===== src/rtl/i3c_ctrl_pkg.sv =====
// Shared types and constants for the I3C controller write data path.
package i3c_ctrl_pkg;

  // Number of byte lanes in one TX queue dword.
  localparam int TxBytesPerWord = 4;

  // Index of the highest byte lane within a dword.
  localparam logic [1:0] TxLastLane = 2'(TxBytesPerWord - 1);

  typedef enum logic [2:0] {
    Idle     = 3'd0,
    SendAddr = 3'd1,
    Fetch    = 3'd2,
    Send     = 3'd3,
    Done     = 3'd4
  } tx_unpack_state_e;

endpackage


===== src/rtl/i3c_tx_byte_unpacker.sv =====
// Pops 32-bit TX queue dwords and emits their bytes little-endian onto the
// format-FIFO handshake. An optional address byte goes first, and START/STOP
// flags are attached to the first and last bytes of the transfer.
module i3c_tx_byte_unpacker
  import i3c_ctrl_pkg::*;
#(
  parameter int TxFifoWidth = 32,
  parameter int LenWidth    = 16
) (
  input  logic                   clk,
  input  logic                   rst,
  input  logic                   start_i,
  input  logic [LenWidth-1:0]    byte_len_i,
  input  logic [7:0]             addr_byte_i,
  input  logic                   send_addr_i,
  input  logic                   stop_after_i,
  input  logic                   abort_i,
  output logic                   busy_o,
  output logic                   done_o,
  output logic [LenWidth-1:0]    sent_cnt_o,
  input  logic                   tx_queue_rvalid_i,
  output logic                   tx_queue_rready_o,
  input  logic [TxFifoWidth-1:0] tx_queue_rdata_i,
  output logic                   fmt_fifo_rvalid_o,
  input  logic                   fmt_fifo_rready_i,
  output logic [7:0]             fmt_byte_o,
  output logic                   fmt_flag_start_before_o,
  output logic                   fmt_flag_stop_after_o
);

  localparam logic [LenWidth-1:0] CntOne = LenWidth'(1);

  tx_unpack_state_e       state_q;
  logic [LenWidth-1:0]    len_q;
  logic [7:0]             addr_q;
  logic                   send_addr_q;
  logic                   stop_q;
  logic [TxFifoWidth-1:0] dword_q;
  logic [1:0]             lane_q;
  logic [LenWidth-1:0]    sent_cnt_q;

  // Count after the byte currently offered is accepted; wraps at LenWidth bits.
  logic [LenWidth-1:0] cnt_nxt;
  assign cnt_nxt = sent_cnt_q + CntOne;

  // Transfer sequencing: latch the request, walk address/fetch/send, honour abort.
  always_ff @(posedge clk or posedge rst) begin
    if (rst) begin
      state_q     <= Idle;
      len_q       <= '0;
      addr_q      <= '0;
      send_addr_q <= 1'b0;
      stop_q      <= 1'b0;
      dword_q     <= '0;
      lane_q      <= '0;
      sent_cnt_q  <= '0;
    end else if (abort_i) begin
      // A byte handed over in the abort cycle still counts; a popped dword is lost.
      state_q <= Idle;
      if (state_q == Send && fmt_fifo_rready_i) begin
        sent_cnt_q <= cnt_nxt;
      end
    end else begin
      case (state_q)
        Idle: begin
          if (start_i) begin
            len_q       <= byte_len_i;
            addr_q      <= addr_byte_i;
            send_addr_q <= send_addr_i;
            stop_q      <= stop_after_i;
            sent_cnt_q  <= '0;
            lane_q      <= '0;
            if (send_addr_i) begin
              state_q <= SendAddr;
            end else if (byte_len_i == '0) begin
              state_q <= Done;
            end else begin
              state_q <= Fetch;
            end
          end
        end
        SendAddr: begin
          if (fmt_fifo_rready_i) begin
            state_q <= (len_q == '0) ? Done : Fetch;
          end
        end
        Fetch: begin
          if (tx_queue_rvalid_i) begin
            dword_q <= tx_queue_rdata_i;
            lane_q  <= '0;
            state_q <= Send;
          end
        end
        Send: begin
          if (fmt_fifo_rready_i) begin
            sent_cnt_q <= cnt_nxt;
            lane_q     <= lane_q + 2'd1;
            if (cnt_nxt == len_q) begin
              state_q <= Done;
            end else if (lane_q == TxLastLane) begin
              state_q <= Fetch;
            end else begin
              state_q <= Send;
            end
          end
        end
        Done: begin
          state_q <= Idle;
        end
        default: begin
          state_q <= Idle;
        end
      endcase
    end
  end

  // Output decode purely from registered state, so no input feeds an output.
  always_comb begin
    busy_o                  = (state_q != Idle);
    done_o                  = (state_q == Done);
    sent_cnt_o              = sent_cnt_q;
    tx_queue_rready_o       = (state_q == Fetch);
    fmt_fifo_rvalid_o       = 1'b0;
    fmt_byte_o              = 8'h00;
    fmt_flag_start_before_o = 1'b0;
    fmt_flag_stop_after_o   = 1'b0;
    case (state_q)
      SendAddr: begin
        fmt_fifo_rvalid_o       = 1'b1;
        fmt_byte_o              = addr_q;
        fmt_flag_start_before_o = 1'b1;
        fmt_flag_stop_after_o   = stop_q && (len_q == '0);
      end
      Send: begin
        fmt_fifo_rvalid_o       = 1'b1;
        fmt_byte_o              = dword_q[{lane_q, 3'b000} +: 8];
        fmt_flag_start_before_o = !send_addr_q && (sent_cnt_q == '0);
        fmt_flag_stop_after_o   = stop_q && (cnt_nxt == len_q);
      end
      default: begin
      end
    endcase
  end

endmodule


===== config.mk =====
export PLATFORM = sky130hd
export DESIGN_NAME = i3c_tx_byte_unpacker
export DESIGN_NICKNAME = d
export VERILOG_FILES = /design/src/rtl/i3c_ctrl_pkg.sv /design/src/rtl/i3c_tx_byte_unpacker.sv
export SDC_FILE = /design/constraint.sdc
export NUM_CORES = 1
export LEC_CHECK = 0
export CAP_MARGIN = 20
export CORE_MARGIN = 3
export CORE_UTILIZATION = 55
export CTS_CLUSTER_SIZE = 16
export DETAILED_ROUTE_END_ITERATION = 10
export PLACE_DENSITY = 0.89
export SLEW_MARGIN = 20
export SYNTH_ARGS = -nofsm -noshare
export SYNTH_HDL_FRONTEND = slang
export SYNTH_SLANG_ARGS = --single-unit

===== constraint.sdc =====
create_clock -name clk -period 6.7 [get_ports clk]
set_clock_uncertainty 0.15 [all_clocks]
set_input_delay 1.34 -clock clk [delete_from_list [all_inputs] [get_ports clk]]
set_output_delay 1.34 -clock clk [all_outputs]
set_load 0.01 [all_outputs]

==> results of run 1 <==
## per-stage QoR
stage,setup WS [ns],util,cell area [µm²]
detailed placement,2.32,0.703,5160
finish,1.94,0.729,5350
global route,1.75,0.729,5350
CTS,1.93,0.729,5350
floorplan,3.01,-,4200
global placement,2.38,0.703,5160
## synth_stat cells (2+ instances only)
master / number
mux2i_1: 9
nor2_1: 26
and3_1: 4
nand3b_1: 4
buf_1: 3
mux4_2: 8
o21ai_0: 28
a31oi_1: 5
o31ai_1: 10
o211ai_1: 2
nor2b_1: 2
inv_1: 9
nand4_1: 9
xor2_1: 7
nand2_1: 17
xnor2_1: 16
dfrtp_1: 79
nand4_2: 2
ha_1: 3
nand3_1: 9
buf_4: 2
and4_1: 4
nor3_1: 3
nand2b_1: 2
a21oi_1: 6
nor4_1: 11
mux2_2: 57
buf_2: 7
clkbuf_1: 11
## power groups by stage
stage               clock [mW]  combinational (mW)  sequential, mW
floorplan                    0               0.483           0.756
global placement             0               0.605           0.821
detailed placement           0               0.626           0.836
CTS                      0.343               0.629           0.828
global route             0.369               0.677           0.855
finish                   0.335               0.626           0.831
## state kept, by name, summed over array words and instances (netlist names)
| register | count |
|---|---|
| dword_q | 32 |
| len_q | 16 |
| sent_cnt_o | 16 |
| addr_q | 8 |
| state_q | 3 |
| lane_q | 2 |
| send_addr_q | 1 |
| stop_q | 1 |
## cells by family after synthesis
| family | after synthesis |
|---|---|
| compound gates | 58 |
| fa+ha+maj | 3 |
| xor+xnor | 23 |
| flops | 79 |
| simple gates | 101 |
| buf+inv | 34 |
| mux | 74 |
## placed cells by master, fill, tap and decap left out, types with 2 or more instances in the layout
cell type,netlist,final
nor4_1,11,11
nand3b_1,4,4
nand3_1,9,9
and4_1,4,4
nand2_1,17,17
mux2_2,57,57
dfrtp_1,79,79
nand4_2,2,2
nand2b_1,2,2
clkdlybuf4s50_1,0,93
inv_6,0,2
o21ai_0,28,28
o211ai_1,2,2
nand4_1,9,9
a21oi_1,6,6
nor2b_1,2,2
clkbuf_8,0,9
a31oi_1,5,5
o31ai_1,10,10
ha_1,3,3
mux4_2,8,8
clkinv_4,0,3
inv_1,9,8
nor3_1,3,3
nor2_1,26,26
xor2_1,7,7
mux2i_1,9,9
xnor2_1,16,16
and3_1,4,4
buf_4,2,3
## final timing paths
kind                                           startpoint                          to  slack, ns  cells past startpoint
worst max-delay path            sent_cnt_o[0]$_DFFE_PP0P_       fmt_flag_stop_after_o       1.94                      9
worst min-delay path              dword_q[14]$_DFFE_PP0P_     dword_q[14]$_DFFE_PP0P_       0.36                      1
worst max register to register     state_q[1]$_DFFE_PP0P_  sent_cnt_o[14]$_DFFE_PP0P_       3.52                      4
worst min register to register    dword_q[14]$_DFFE_PP0P_     dword_q[14]$_DFFE_PP0P_       0.36                      1
max in group asynchronous                             rst  sent_cnt_o[12]$_DFFE_PP0P_       4.32                      3
min in group asynchronous                             rst     dword_q[13]$_DFFE_PP0P_       1.46                      3
## layout make-up
type	instances	area, µm²
tap	99	124
inverter	9	33.8
multi-input combinational	259	2070
sequential	79	1980
clock buffer	9	124
timing repair buffer	96	953
clock inverter	7	67.6
fill	487	1980
## routing by layer
| metal | vias up | track usage |
|---|---|---|
| li1 | 1527 | - |
| met1 | 1614 | 0.323 |
| met2 | 122 | 0.407 |
| met3 | 12 | 0.0595 |
| met4 | 0 | 0.0672 |
| met5 | - | 0 |
==> impl_metrics.py, run 1 <==
metrics = {
    "power_and_ir_drop": {
        "p_per_area_nw_per_um2": 335,
        "p_seq_frac": 0.464,
        "p_sw_mw": 0.609,
        "p_int_mw": 1.18,
        "power_switching_share": 0.340,
        "comb_power_share": 0.349,
        "clkPwrFrac": 0.187,
        "peakVddDrop_uv": 193,
        "power_mw": 1.79,
        "p_leak_nw": 2.18,
    },
    "timing": {
        "rsz0062_at_grt": "no",
        "worst-slew-pin-transition_ns": 0.979,
        "slew_viol_final": 0,
        "setup-tns-final_ns": 0,
        "layout_min_cycle_time_ns": 4.76,
        "finalSetupViolCount": 0,
        "finalHoldViolations": 0,
        "whs_ns": 0.363,
        "slew-limit-headroom": 0.347,
        "min_period_over_period": 0.710,
        "fmax_ghz": 0.210,
    },
    "yosys": {
        "yosysSeqAreaShare": 0.471,
        "synthSimpleGateAreaFrac": 0.135,
        "synthesis.instances": 372,
        "synth_largest_area_cell": "dfrtp_1",
        "synth_top_area_share": 0.471,
        "async_reset_ff_frac": 1.00,
        "yosysWarnings": 0,
        "yosys_register_bits": 79,
        "synthXorXnorAreaFrac": 0.0480,
        "synth_edf_count": 0,
        "synth.area.mux_share": 0.217,
        "synth_compound_area_frac": 0.0835,
        "synth_fa_ha_area_frac": 0.00894,
        "netlist_area_um2": 4200,
        "synth_top_family_by_area": "multiplexers",
        "synthTopCellsByArea": "dfrtp_1, mux2_2, mux4_2",
        "syn-num-nets": 439,
        "ys.flop_type": "dfrtp_1",
        "avgSynthCellArea_um2": 11.3,
        "synth.distinct_cells": 46,
    },
    "route": {
        "wl_met2_mm": 5.12,
        "firstDrtPassIters": 4,
        "wl_per_cell_um": 18.3,
        "ant_nets": 0,
        "routed.top_layer": "met4",
        "vias": 3275,
        "dr_wl_met3_um": 695,
        "routed_via_density": 5.87,
        "drtIter0Drc": 169,
        "drt-total-wl_mm": 10.2,
        "wl_met1_mm": 4.25,
        "drc": 0,
    },
    "worst_hold_path": {
        "hold_path.class": "register to register",
    },
    "floorplanning": {
        "die_h_um": 93.4,
        "ios": 94,
        "start_util": 0.573,
        "core_um2": 7330,
        "dieArea_um2": 8720,
        "fp-row-count": 31,
        "die_width_um": 93.4,
    },
    "clocking": {
        "clock_latency_ns": 0.35,
        "post_cts_buffers": 0,
        "clock_sinks": 79,
        "clkSlewWorstSetupHoldPaths_ns": 0.09,
        "cts_buffers": 9,
        "cts_tree": "yes",
        "cts_buffer_depth": 2,
        "cts-resized-gates": 0,
        "htreeDepth": 3,
        "clockRootBuffer": "clkbuf_8",
        "cts_hold_buf": 0,
    },
    "worst_setup_path": {
        "crit_fanout": 9,
        "path_class": "register to primary output",
        "path_buf_inv": 1,
        "end_kind": "primary output",
        "critPathRequiredTime_ns": 5.21,
        "cp.arrival_ns": 3.27,
        "worst_path_dominant_cell_family": "simple AND/OR/NAND/NOR gates",
        "critPathMaxStageDelay_ns": 0.54,
        "crit_chain": "ha_1 > and3_1 > nand4_1 > xnor2_1 > a211oi_1 > nand4_1 > o31ai_1 > and3_1 > clkdlybuf4s50_1",
        "start_kind": "register",
        "cp_slowest_cell": "clkdlybuf4s50_1",
    },
    "grt": {
        "grtUsageTotal": 0.246,
        "grt_first_pass_wirelength_mm": 16.6,
        "antenna_found_initial": 0,
        "first_global_vias": 3309,
        "grt_overflow": 0,
        "grt_max_degree": 80,
    },
    "placement": {
        "dpl.hpwl_mm": 7.45,
        "gp_congestion": 0.883,
        "io_buffer_count": 93,
        "place_inst": 542,
    },
    "layout": {
        "drive_above_1_share": 0.198,
        "layout.nets": 521,
        "area_growth_pct": 27.4,
        "antenna_cells": 0,
        "final_cells": 558,
    },
    "outcome": {
        "status": "finished, final reports clean",
    },
    "flow_run": {
        "drv_cap": 0,
    },
}
(Power assumes the default switching activity.)
==> inputs of run 2 (changes only) <==
--- a/config.mk
+++ b/config.mk
@@ -7,10 +7,10 @@
 export LEC_CHECK = 0
 export CAP_MARGIN = 20
 export CORE_MARGIN = 3
-export CORE_UTILIZATION = 55
+export CORE_UTILIZATION = 46
 export CTS_CLUSTER_SIZE = 16
 export DETAILED_ROUTE_END_ITERATION = 10
-export PLACE_DENSITY = 0.89
+export PLACE_DENSITY = 0.8
 export SLEW_MARGIN = 20
 export SYNTH_ARGS = -nofsm -noshare
 export SYNTH_HDL_FRONTEND = slang
==> constraint.sdc (replaced) <==
create_clock -name clk -period 4.3 [get_ports clk]
set_clock_uncertainty 0.15 [all_clocks]
set_input_delay 0.86 -clock clk [delete_from_list [all_inputs] [get_ports clk]]
set_output_delay 0.86 -clock clk [all_outputs]
set_load 0.01 [all_outputs]
==> impl_metrics.py, run 2 (synthesis results as in run 1) <==
metrics = {
    "floorplanning": {
        "core_um2": 8810,
        "die_width_um": 102,
        "start_util": 0.477,
        "fp-row-count": 34,
        "dieArea_um2": 10300,
        "ios": 94,
        "die_h_um": 102,
    },
    "placement": {
        "io_buffer_count": 93,
        "gp_congestion": 0.954,
        "place_inst": 553,
        "dpl.hpwl_mm": 7.78,
    },
    "route": {
        "vias": 3341,
        "firstDrtPassIters": 7,
        "wl_per_cell_um": 18.7,
        "drtIter0Drc": 146,
        "ant_nets": 0,
        "drt-total-wl_mm": 10.7,
        "drc": 0,
        "routed_via_density": 5.87,
    },
    "layout": {
        "area_growth_pct": 29.1,
        "layout_commonest_cell": "clkdlybuf4s50_1",
        "top_register": "dword_q",
        "final_util": 0.615,
        "regArea_um2": 1980,
        "final_cell_mix": "clkdlybuf4s50_1, dfrtp_1, mux2_2",
        "drive_above_1_share": 0.213,
        "layout.nets": 524,
        "nFillCells": 703,
        "antenna_cells": 0,
        "multiInputGateArea_um2": 2080,
        "largest_reg_flops": 32,
        "final_cells": 569,
    },
    "outcome": {
        "status": "finished, final reports clean",
    },
    "worst_setup_path": {
        "r2r_cells": 7,
        "cp.arrival_ns": 3.17,
        "critPathLaunch": "sent_cnt_o[0]$_DFFE_PP0P_",
        "crit_chain": "ha_2 > and3_2 > and3_4 > xnor2_1 > nor4_2 > nand4_1 > o31ai_2 > and3_1 > clkdlybuf4s50_1",
        "critPathMaxStageDelay_ns": 0.53,
        "r2r-end": "sent_cnt_o[6]$_DFFE_PP0P_",
        "crit_fanout": 8,
        "rrSetupSlack_ns": 1.42,
        "end_kind": "primary output",
        "reg2reg_from": "state_q[0]$_DFFE_PP0P_",
        "path_class": "register to primary output",
        "critPathRequiredTime_ns": 3.29,
        "cp_slowest_cell": "clkdlybuf4s50_1",
        "start_kind": "register",
    },
    "timing": {
        "finalHoldViolations": 0,
        "fmax_ghz": 0.239,
        "slew_viol_final": 0,
        "layout_min_cycle_time_ns": 4.18,
        "worst-slew-pin-transition_ns": 0.852,
        "setup-tns-final_ns": 0,
        "slew-limit-headroom": 0.432,
        "finalSetupViolCount": 0,
        "min_period_over_period": 0.973,
    },
    "grt": {
        "grtUsageTotal": 0.213,
        "grt_overflow": 0,
        "grt_max_degree": 36,
        "antenna_found_initial": 0,
        "first_global_vias": 3416,
        "grt_first_pass_wirelength_mm": 17.2,
    },
    "clocking": {
        "cts_buffer_depth": 2,
        "cts_tree": "yes",
        "clock_latency_ns": 0.35,
        "clockRootBuffer": "clkbuf_8",
        "cts_buffers": 9,
        "clkSlewWorstSetupHoldPaths_ns": 0.08,
        "htreeDepth": 3,
        "clock_sinks": 79,
    },
    "worst_hold_path": {
        "hold_path.class": "register to register",
        "min_to": "stop_q$_DFFE_PP0P_",
        "hp-start": "stop_q$_DFFE_PP0P_",
        "hold_depth": 1,
    },
    "power_and_ir_drop": {
        "peakVddDrop_uv": 270,
        "p_per_area_nw_per_um2": 533,
        "p_leak_nw": 2.20,
    },
    "flow_run": {
        "drv_cap": 0,
    },
}
==> run 2: cell types whose count changed in the layout (fill, tap and decap cells not counted) <==
cell       change
and3_1         -1
and3_2         +1
buf_4          +3
bufinv_16      +2
clkinv_4       -1
clkinv_8       -1
dfrtp_1        -2
dfrtp_2        +2
ha_1           -1
ha_2           +1
inv_6          -1
o31ai_1        -1
o31ai_2        +1
==> run 2: worst max-delay path by stage <==
stage,to,slack (ns),cells past startpoint
6_report,fmt_flag_stop_after_o,0.12,9
5_1_grt,fmt_flag_stop_after_o,-0.01,9
4_1_cts,fmt_flag_stop_after_o,0.01,9
3_5_place_dp,fmt_flag_stop_after_o,0.37,9
3_3_place_gp,fmt_flag_stop_after_o,0.44,9
2_1_floorplan,fmt_flag_stop_after_o,1.09,9
==> run 2: area by class of cell <==
class	count	share of cell area
Clock buffer	9	0.0229
Sequential cell	79	0.365
Tap cell	108	0.0249
Timing Repair Buffer	99	0.180
Inverter	9	0.00623
Multi-Input combinational cell	259	0.383
Clock inverter	6	0.0173
==> run 2: metrics by stage <==
step                      worst slack [ns]  cell area [µm²]  hold slack [ns]  power, mW
final                                0.116             5420            0.352       2.89
after global routing               -0.0117             5420            0.359       3.05
after CTS                           0.0108             5400            0.354       2.90
after detailed placement             0.373             5180            0.334       2.28
after global placement               0.439             5180            0.332       2.24
after floorplan                       1.09             4200            0.301       1.93
==> run 2: power breakdown <==
part           leakage (nW)  switching (mW)  internal (mW)  total (mW)
logic                  1.12           0.390          0.598       0.988
registers             0.982           0.250           1.03        1.28
clock network         0.106           0.291          0.328       0.618
total                  2.20           0.931           1.96        2.89
==> run 2: repair_timing <==
action                     in CTS  in global routing
gates resized for setup         1                  4
setup endpoints to repair       1                  1
buffers inserted                0                  1
hold buffers                    0                  0
==> run 2: critical path, delay by kind of cell, from the launching register on <==
kind / cells / cell delay, ns
simple gates: 5 / 1.16
buf+inv: 1 / 0.53
flops: 1 / 0.46
compound gates: 1 / 0.30
fa+ha+maj: 1 / 0.24
xor+xnor: 1 / 0.13
==> run 2: layer usage <==
layer  vias up  global-route usage  wire (µm)
met4         0              0.0634        246
met1      1625               0.284       4520
met5         -                   0          0
met3        27              0.0737        950
met2       160               0.331       4950
li1       1529                   -          -
==> inputs of run 3 (changes only) <==
--- a/config.mk
+++ b/config.mk
@@ -7,10 +7,11 @@
 export LEC_CHECK = 0
 export CAP_MARGIN = 20
 export CORE_MARGIN = 3
-export CORE_UTILIZATION = 46
+export CORE_UTILIZATION = 47
+export CTS_BUF_LIST = sky130_fd_sc_hd__clkbuf_8
 export CTS_CLUSTER_SIZE = 16
 export DETAILED_ROUTE_END_ITERATION = 10
-export PLACE_DENSITY = 0.8
+export PLACE_DENSITY = 0.81
 export SLEW_MARGIN = 20
 export SYNTH_ARGS = -nofsm -noshare
 export SYNTH_HDL_FRONTEND = slang
==> impl_metrics.py, run 3 (synthesis results as in run 1) <==
metrics = {
    "floorplanning": {
        "start_util": 0.498,
        "die_width_um": 101,
        "dieArea_um2": 10100,
        "ios": 94,
        "core_um2": 8420,
        "fp-row-count": 33,
        "die_h_um": 101,
    },
    "worst_setup_path": {
        "cp-endpoint": "fmt_flag_stop_after_o",
        "critPathLaunch": "sent_cnt_o[0]$_DFFE_PP0P_",
        "cp.arrival_ns": 3.11,
        "r2r_cells": 7,
        "reg2reg_from": "state_q[0]$_DFFE_PP0P_",
        "r2r-end": "sent_cnt_o[13]$_DFFE_PP0P_",
        "critPathRequiredTime_ns": 3.29,
        "rrSetupSlack_ns": 1.50,
        "crit_fanout": 9,
        "start_kind": "register",
        "path_class": "register to primary output",
        "end_kind": "primary output",
    },
    "route": {
        "vias": 3304,
        "wl_per_cell_um": 18.7,
        "drtIter0Drc": 138,
        "drt-total-wl_mm": 10.5,
        "firstDrtPassIters": 4,
        "drc": 0,
        "routed_via_density": 5.85,
        "ant_nets": 0,
    },
    "layout": {
        "drive_above_1_share": 0.211,
        "final_util": 0.637,
        "layout.nets": 522,
        "top_register": "dword_q",
        "antenna_cells": 0,
        "final_cell_mix": "clkdlybuf4s50_1, dfrtp_1, mux2_2",
        "final_cells": 565,
        "area_growth_pct": 27.8,
        "largest_reg_flops": 32,
        "layout_commonest_cell": "clkdlybuf4s50_1",
    },
    "grt": {
        "grt_first_pass_wirelength_mm": 17.0,
        "top_usage_layer": "met2",
        "antenna_found_initial": 0,
        "grtUsageTotal": 0.213,
        "grt_overflow": 0,
        "first_global_vias": 3464,
        "met2_usage": 0.358,
        "grt_max_degree": 80,
        "grt_use_met1": 0.265,
        "gr-usage-met3": 0.0699,
    },
    "placement": {
        "place_inst": 549,
        "gp_congestion": 0.920,
        "pre_cts_ws_ns": 0.414,
        "dpl.hpwl_mm": 7.63,
        "io_buffer_count": 93,
    },
    "power_and_ir_drop": {
        "peakVddDrop_uv": 256,
        "p_per_area_nw_per_um2": 520,
        "p_leak_nw": 2.17,
    },
    "clocking": {
        "cts_hold_buf": 0,
        "clockRootBuffer": "clkbuf_8",
        "clock_latency_ns": 0.35,
        "cts_buffer_depth": 2,
        "htreeDepth": 3,
        "cts_buffers": 9,
        "clkSlewWorstSetupHoldPaths_ns": 0.08,
        "cts_tree": "yes",
        "clock_sinks": 79,
    },
    "timing": {
        "min_period_over_period": 0.957,
        "worst-slew-pin-transition_ns": 1.01,
        "rsz0062_at_grt": "no",
        "finalHoldViolations": 0,
        "finalSetupViolCount": 0,
        "layout_min_cycle_time_ns": 4.12,
        "setup-tns-final_ns": 0,
        "finalWorstSetupSlack_ns": 0.183,
        "slew_viol_final": 0,
        "fmax_ghz": 0.243,
        "slew-limit-headroom": 0.323,
    },
    "flow_run": {
        "drv_cap": 0,
    },
    "outcome": {
        "status": "finished, final reports clean",
    },
    "worst_hold_path": {
        "hold_path.class": "register to register",
    },
}
run 3: how the worst min path moves through the flow:
stage,from,endpoint,slack (ns),cells after the start
finish,dword_q[16]$_DFFE_PP0P_,dword_q[16]$_DFFE_PP0P_,0.35,1
global route,addr_q[5]$_DFFE_PP0P_,addr_q[5]$_DFFE_PP0P_,0.38,1
CTS,dword_q[16]$_DFFE_PP0P_,dword_q[16]$_DFFE_PP0P_,0.36,1
detailed placement,dword_q[16]$_DFFE_PP0P_,dword_q[16]$_DFFE_PP0P_,0.34,1
global placement,stop_q$_DFFE_PP0P_,stop_q$_DFFE_PP0P_,0.33,1
floorplan,send_addr_q$_DFFE_PP0P_,send_addr_q$_DFFE_PP0P_,0.30,2
run 3: report_power, final:
part           leakage (nW)  internal [mW]  switching (mW)
logic                  1.11          0.593           0.391
registers             0.982           1.03           0.260
clock network        0.0849          0.227           0.287
total                  2.17           1.85           0.937
run 3: layout make-up:
type / count / area, µm²
Clock buffer: 10 / 138
Clock inverter: 6 / 45.0
Fill cell: 674 / 3060
Inverter: 9 / 33.8
Multi-Input combinational cell: 259 / 2080
Sequential cell: 79 / 1980
Tap cell: 105 / 131
Timing Repair Buffer: 97 / 961
run 3: what timing repair did:
| action | CTS | global route |
|---|---|---|
| setup endpoints to repair | 0 | 1 |
| buffers inserted | 0 | 0 |
| gates resized for setup | 0 | 5 |
run 3: through the flow:
stage	cell area, µm²	hold slack, ns	power (mW)
global placement	5170	0.332	2.23
floorplan	4200	0.301	1.93
finish	5370	0.353	2.79
CTS	5350	0.356	2.79
detailed placement	5170	0.337	2.28
global route	5370	0.380	2.95
run 3: metal layers:
layer  up-vias  wire [µm]
li1       1525          -
met1      1619       4300
met2       140       5160
met3        20        928
met4         0        147
met5         -          0
run 3: critical path, cell delays in order (launching register included):
cell	delay, ns
dfrtp_2	0.45
ha_2	0.27
and3_1	0.29
nand4_1	0.20
xnor2_1	0.18
a211oi_1	0.21
nand4_1	0.19
o31ai_2	0.26
and3_1	0.18
clkdlybuf4s50_1	0.53
